===== config.mk =====
export PLATFORM = sky130hd
export DESIGN_NAME = fir_coef_loader
export DESIGN_NICKNAME = d
export VERILOG_FILES = /design/src/rtl/chan_packet_pkg.sv /design/src/rtl/toggle_edge_det.sv /design/src/rtl/fir_coef_loader.sv
export SDC_FILE = /design/constraint.sdc
export NUM_CORES = 1
export LEC_CHECK = 0
export ABC_CLOCK_PERIOD_IN_PS = 2480
export CELL_PAD_IN_SITES_DETAIL_PLACEMENT = 1
export CELL_PAD_IN_SITES_GLOBAL_PLACEMENT = 2
export CORE_MARGIN = 3
export CORE_UTILIZATION = 30
export CTS_CLUSTER_DIAMETER = 50
export DETAILED_ROUTE_END_ITERATION = 8
export GPL_ROUTABILITY_DRIVEN = 0
export GPL_TIMING_DRIVEN = 0
export PLACE_DENSITY_LB_ADDON = 0.1
export SYNTH_ARGS = -nofsm -noshare
export SYNTH_HDL_FRONTEND = slang
export SYNTH_HIERARCHICAL = 1
export SYNTH_SLANG_ARGS = --single-unit
export TNS_END_PERCENT = 100

===== constraint.sdc =====
create_clock -name user_clk -period 2.48 [get_ports user_clk]
set_clock_uncertainty 0.15 [all_clocks]
set_input_delay 0.496 -clock user_clk [delete_from_list [all_inputs] [get_ports user_clk]]
set_output_delay 0.496 -clock user_clk [all_outputs]
set_load 0.02 [all_outputs]

===== src/rtl/chan_packet_pkg.sv =====
// chan_packet shared definitions: command/status bit positions
// and the coefficient loader state encoding.
package chan_packet_pkg;

  localparam int CMD_LOAD   = 31;
  localparam int CMD_COMMIT = 30;
  localparam int CMD_CLR    = 29;

  // The pair index is read from a 16-bit field so that
  // out-of-range software values are still visible to the checker.
  localparam int IDX_W = 16;

  localparam int ST_BUSY = 31;
  localparam int ST_PEND = 30;
  localparam int ST_OVR  = 29;
  localparam int ST_RNG  = 28;
  localparam int CNT_W   = 16;

  typedef enum logic [1:0] {
    IDLE    = 2'd0,
    WR_EVEN = 2'd1,
    WR_ODD  = 2'd2
  } ld_state_e;

endpackage


===== src/rtl/toggle_edge_det.sv =====
// Per-bit toggle reference with priming: the first cycle after reset
// adopts the current levels so stale software toggles never fire.
module toggle_edge_det #(
  parameter int W = 3
) (
  input  logic         clk,
  input  logic         rst_n,
  input  logic [W-1:0] d,
  output logic [W-1:0] pulse
);

  logic         prime;
  logic [W-1:0] ref_q;

  assign pulse = prime ? '0 : (d ^ ref_q);

  always_ff @(posedge clk or negedge rst_n) begin
    if (!rst_n) begin
      prime <= 1'b1;
      ref_q <= '0;
    end else begin
      prime <= 1'b0;
      ref_q <= d;
    end
  end

endmodule


===== src/rtl/fir_coef_loader.sv =====
// FIR coefficient loader: writes tap pairs into the shadow bank and
// swaps banks on a frame boundary after a software commit.
module fir_coef_loader
  import chan_packet_pkg::*;
#(
  parameter int TAP_W  = 16,
  parameter int N_TAPS = 32,
  parameter int ADDR_W = 5
) (
  input  logic              user_clk,
  input  logic              user_rst_n,
  input  logic [31:0]       coef_in,
  input  logic [31:0]       cmd_in,
  input  logic              fir_sync,
  output logic              coef_we,
  output logic [ADDR_W-1:0] coef_addr,
  output logic [TAP_W-1:0]  coef_data,
  output logic              bank_swap,
  output logic              active_bank,
  output logic [31:0]       status_out
);

  localparam int N_PAIRS = N_TAPS / 2;

  logic [31:0]         cmd_q;
  logic [31:0]         coef_q;
  logic [2:0]          edge_p;
  logic                load_e;
  logic                commit_e;
  logic                clr_e;
  logic [IDX_W-1:0]    idx_raw;
  logic                in_range;
  logic                busy;
  logic                take;
  logic                fire;
  logic                ovr_set;
  logic                rng_set;
  ld_state_e           state_q;
  ld_state_e           state_d;
  logic [ADDR_W-2:0]   pair_q;
  logic [2*TAP_W-1:0]  pair_w_q;
  logic                pend_q;
  logic                ovr_q;
  logic                rng_q;
  logic                swap_q;
  logic                act_q;
  logic [CNT_W-1:0]    cnt_q;
  logic                unused_cmd;

  // Software registers are already synchronous; sample every cycle,
  // reset included, so priming sees the live levels.
  always_ff @(posedge user_clk) begin
    cmd_q  <= cmd_in;
    coef_q <= coef_in;
  end

  toggle_edge_det #(
    .W(3)
  ) u_edge (
    .clk  (user_clk),
    .rst_n(user_rst_n),
    .d    (cmd_q[CMD_LOAD:CMD_CLR]),
    .pulse(edge_p)
  );

  assign load_e   = edge_p[2];
  assign commit_e = edge_p[1];
  assign clr_e    = edge_p[0];
  assign idx_raw  = cmd_q[IDX_W-1:0];
  assign in_range = idx_raw < IDX_W'(N_PAIRS);
  assign busy     = state_q != IDLE;
  assign ovr_set  = load_e && busy;
  assign rng_set  = load_e && !busy && !in_range;
  assign fire     = fir_sync && pend_q && !busy;

  assign unused_cmd = ^cmd_q[CMD_CLR-1:IDX_W];

  always_comb begin
    state_d   = state_q;
    take      = 1'b0;
    coef_we   = 1'b0;
    coef_addr = '0;
    coef_data = '0;
    unique case (state_q)
      IDLE: begin
        if (load_e && in_range) begin
          state_d = WR_EVEN;
          take    = 1'b1;
        end
      end
      WR_EVEN: begin
        coef_we   = 1'b1;
        coef_addr = {pair_q, 1'b0};
        coef_data = pair_w_q[2*TAP_W-1:TAP_W];
        state_d   = WR_ODD;
      end
      WR_ODD: begin
        coef_we   = 1'b1;
        coef_addr = {pair_q, 1'b1};
        coef_data = pair_w_q[TAP_W-1:0];
        state_d   = IDLE;
      end
      default: state_d = IDLE;
    endcase
  end

  always_ff @(posedge user_clk or negedge user_rst_n) begin
    if (!user_rst_n) begin
      state_q  <= IDLE;
      pair_q   <= '0;
      pair_w_q <= '0;
      cnt_q    <= '0;
    end else begin
      state_q <= state_d;
      if (take) begin
        pair_q   <= idx_raw[ADDR_W-2:0];
        pair_w_q <= coef_q[2*TAP_W-1:0];
      end
      if (state_q == WR_ODD)
        cnt_q <= cnt_q + CNT_W'(1);
    end
  end

  // A new error outranks a clear landing in the same cycle.
  always_ff @(posedge user_clk or negedge user_rst_n) begin
    if (!user_rst_n) begin
      ovr_q  <= 1'b0;
      rng_q  <= 1'b0;
      pend_q <= 1'b0;
      swap_q <= 1'b0;
      act_q  <= 1'b0;
    end else begin
      if (ovr_set)    ovr_q <= 1'b1;
      else if (clr_e) ovr_q <= 1'b0;
      if (rng_set)    rng_q <= 1'b1;
      else if (clr_e) rng_q <= 1'b0;
      if (commit_e)   pend_q <= 1'b1;
      else if (fire)  pend_q <= 1'b0;
      swap_q <= fire;
      act_q  <= act_q ^ fire;
    end
  end

  assign bank_swap   = swap_q;
  assign active_bank = act_q;

  always_comb begin
    status_out            = '0;
    status_out[ST_BUSY]   = busy;
    status_out[ST_PEND]   = pend_q;
    status_out[ST_OVR]    = ovr_q;
    status_out[ST_RNG]    = rng_q;
    status_out[CNT_W-1:0] = cnt_q;
  end

endmodule


==> flow_summary.toml <==
[critical_path]
critPathCaptureType = "primary output"
cp.required_ns = 1.83
path_max_fanout = 5
start_kind = "register"
max_stage_delay_ns = 0.41
crit_arrival_ns = 1.79
crit_path_frequent_cell = "buf_6"
slowest_stage = "dfrtp_1"
path_cells = "buf_6, ha_4, buf_12, o21a_4, and2_4, buf_6"
path_class = "register to primary output"

[timing]
timing.hold.ws_ns = 0.01893
drv_slew = 0
max_slew_margin_pct = 43.36
max_freq_ghz = 0.4112
period_needed_ns = 2.432
tightest_slew_ns = 0.8495
fin_crit_sh_pct = 98.07
finalHoldViolations = 0
setup_viol = 0
rsz0062_at_grt = "yes"

[drt]
vias = 2612
firstDrtPassIters = 4
drt_iter0_drc = 72
wl_um = 9071
vias_per_cell = 4.289
ant_nets = 0
routedWlPerCell_um = 14.89
drc = 0

[die]
ioPinCount = 123
row_count = 41
start_util_pct = 31.21
design.die.area_um2 = 14760
die_w_um = 121.5
die_h_um = 121.5
coreArea_um2 = 12820

[placement]
io_buffers = 97
post-place-cells = 567
place_hpwl_um = 5941

[power_and_ir_drop]
total_power_uw = 6078
switching_share_pct = 26.30
p_int_uw = 4480
clockPowerShare_pct = 41.1
p_sw_uw = 1598
p_per_area_nw_per_um2 = 1010
p_comb_share_pct = 24.2
peakVddDrop_mv = 0.4969
share_seq_of_total_power_pct = 34.7
cellLeakagePower_uw = 0.002755

[final_layout]
post_route_cells_drive_above_1_share_pct = 26.54
final_nets = 498
multi_input_area_um2 = 1351
register_area_um2 = 2599
instances_no_fill = 609
fillers = 1350
antenna_cells = 0
postLayoutCoreUtil_pct = 46.91
syn2layout_area_growth_pct = 50.30

[synth]
synth_top_area_share_pct = 38.76
syn_avg_cell_area_um2 = 13.95
ys_ff_latch = 114
ys_warn_count = 6
netlist_instances = 287
seq_area_frac_synth_pct = 64.93
synth_cell_types = 30
synthTopCellsByArea = "dfrtp_1 (39%), dfxtp_1 (26%), mux2_1 (8.4%)"
yosys.area.top_type = "dfrtp_1"
synth_area_um2 = 4003

[global_routing]
grt_max_degree = 64
use_met1_pct = 15.46
antenna_found_initial = 0
first_global_vias = 2825
overflow = 0
grtUsageTotal_pct = 13.09
met3_usage_pct = 5.128
top_usage_layer = "met2"
use_met2_pct = 20.66
grt_pass1_wl_um = 14300

[cts]
cts_max_level = 4
cts-buffers-inserted = 17
cts_root_buf = "clkbuf_16"
cts_tree = "done"
clkTransAtPathRegs_ns = 0.05
clock_latency_ns = 0.41
cts_max_path_buffers = 2
cts_sinks = 114

[flow_run]
maxCapViolCount = 0

[min_path]
hold_path.class = "input pin to async pin"

[run_status]
outcome = "complete, no violations"
==> Yosys cell counts <==
cell type / count
dfrtp_1: 62
dfxtp_1: 51
mux2_1: 30
a22oi_1: 16
buf_4: 16
nor2b_1: 16
xor2_1: 11
mux2_2: 9
xnor2_1: 8
ha_1: 7
inv_1: 6
nand2_1: 6
nor2_1: 6
and2_1: 5
nand4_1: 5
nor4_1: 5
nand3_1: 4
buf_2: 3
clkbuf_1: 3
nor3_1: 3
nor4_4: 3
a22o_1: 2
buf_1: 2
conb_1: 2
a21o_1: 1
a41oi_1: 1
and3_1: 1
dfstp_2: 1
nand4_4: 1
o21a_1: 1
==> cells in the final DEF, fill, tap and decap left out, types with 2 or more instances in the layout <==
cell type,netlist,routed
dfxtp_1,51,51
dfrtp_1,62,62
nor2b_2,0,5
ha_1,7,4
buf_8,0,2
clkdlybuf4s50_1,0,74
nor3_1,3,3
dlygate4sd2_1,0,2
xnor2_1,8,8
buf_6,0,5
nor4_1,5,5
xor2_1,11,11
nor2b_1,16,11
nor2_1,6,6
clkbuf_16,0,18
nand2_1,6,6
mux2_1,30,30
nor4_4,3,3
clkbuf_8,0,5
and2_4,0,4
a22oi_2,0,3
conb_1,2,13
bufinv_16,0,3
clkinvlp_4,0,4
buf_4,16,33
mux2_2,9,9
a22o_1,2,2
nand3_1,4,4
ha_4,0,3
a22oi_1,16,13
inv_1,6,4
clkbuf_1,3,3
nand4_1,5,5
inv_2,0,2
buf_2,3,12
==> power groups by stage <==
stage / Clock, uW / Combinational [uW] / Sequential (uW)
CTS: 2570 / 1370 / 2110
global route: 2660 / 1600 / 2130
detailed placement: 0 / 1110 / 2140
floorplan: 0 / 551 / 2170
global placement: 0 / 1100 / 2130
finish: 2500 / 1470 / 2110
==> sequential cells by signal, summed over array words and instances (netlist names) <==
signal,count
active_bank,1
bank_swap,1
cmd_q,19
cnt_q,16
coef_q,32
ovr_q,1
pair_q,4
pair_w_q,32
pend_q,1
rng_q,1
state_q,2
u_edge/prime,1
u_edge/ref_q,3
==> metal layers <==
metal	up-vias	part of all wire, %
li1	1238	-
met1	1270	43
met2	89	48
met3	15	6.6
met4	0	2.3
met5	-	0
==> cells by family after synthesis <==
| kind of cell | share of synthesized area [%] |
|---|---|
| flops | 64.93 |
| simple gates | 9.128 |
| mux | 10.97 |
| buf+inv | 4.408 |
| compound gates | 4.033 |
| xor+xnor | 4.158 |
| fa+ha+maj | 2.188 |
| other cells | 0.1876 |
==> critical path: cells and delay by family (launching register included) <==
kind | cells | cell delay, ns
compound gates | 1 | 0.23
flops | 1 | 0.41
buf+inv | 3 | 0.39
simple gates | 1 | 0.16
fa+ha+maj | 1 | 0.19
==> path summary, 6_finish.rpt <==
path | from | end | slack (ns) | cells past startpoint
hold reg to reg | cmd_q[30] | u_edge/ref_q[1] | 0.21 | 0
min in group user_clk | cmd_q[30] | u_edge/ref_q[1] | 0.21 | 0
setup / recovery | state_q[1] | coef_addr[4] | 0.05 | 6
max in group asynchronous | user_rst_n | pair_w_q[2] | 1.57 | 1
hold / removal | user_rst_n | u_edge/ref_q[0] | 0.02 | 1
setup reg to reg | u_edge/ref_q[2] | pair_w_q[22] | 0.40 | 6
==> final cells by class <==
cell class / instances / area share (%)
inverter: 6 / 0.3744
timing repair buffer: 108 / 16.83
clock inverter: 8 / 2.080
tap: 172 / 3.577
multi-input combinational: 154 / 22.46
buffer: 23 / 3.307
sequential: 114 / 43.20
clock buffer: 24 / 8.174
==> per-stage QoR <==
stage / setup slack, ns / TNS, ns / cell area (um2)
final: 0.04793 / 0 / 6016
after CTS: -0.01422 / -0.03590 / 5886
after global routing: -0.02280 / -0.06742 / 6016
after floorplan: 0.2580 / 0 / 4044
after detailed placement: -0.6901 / -11.48 / 5228
after global placement: -1.619 / -112.28 / 5230
==> timing repair <==
item | CTS | global route
hold buffers | 0 | 0
pin swaps | 2 | 4
cloned | 0 | 1
buffers inserted | 7 | 3
gates resized for setup | 106 | 30
setup endpoints to repair | 22 | 21
No activity file was read; power rests on OpenSTA's default activity.
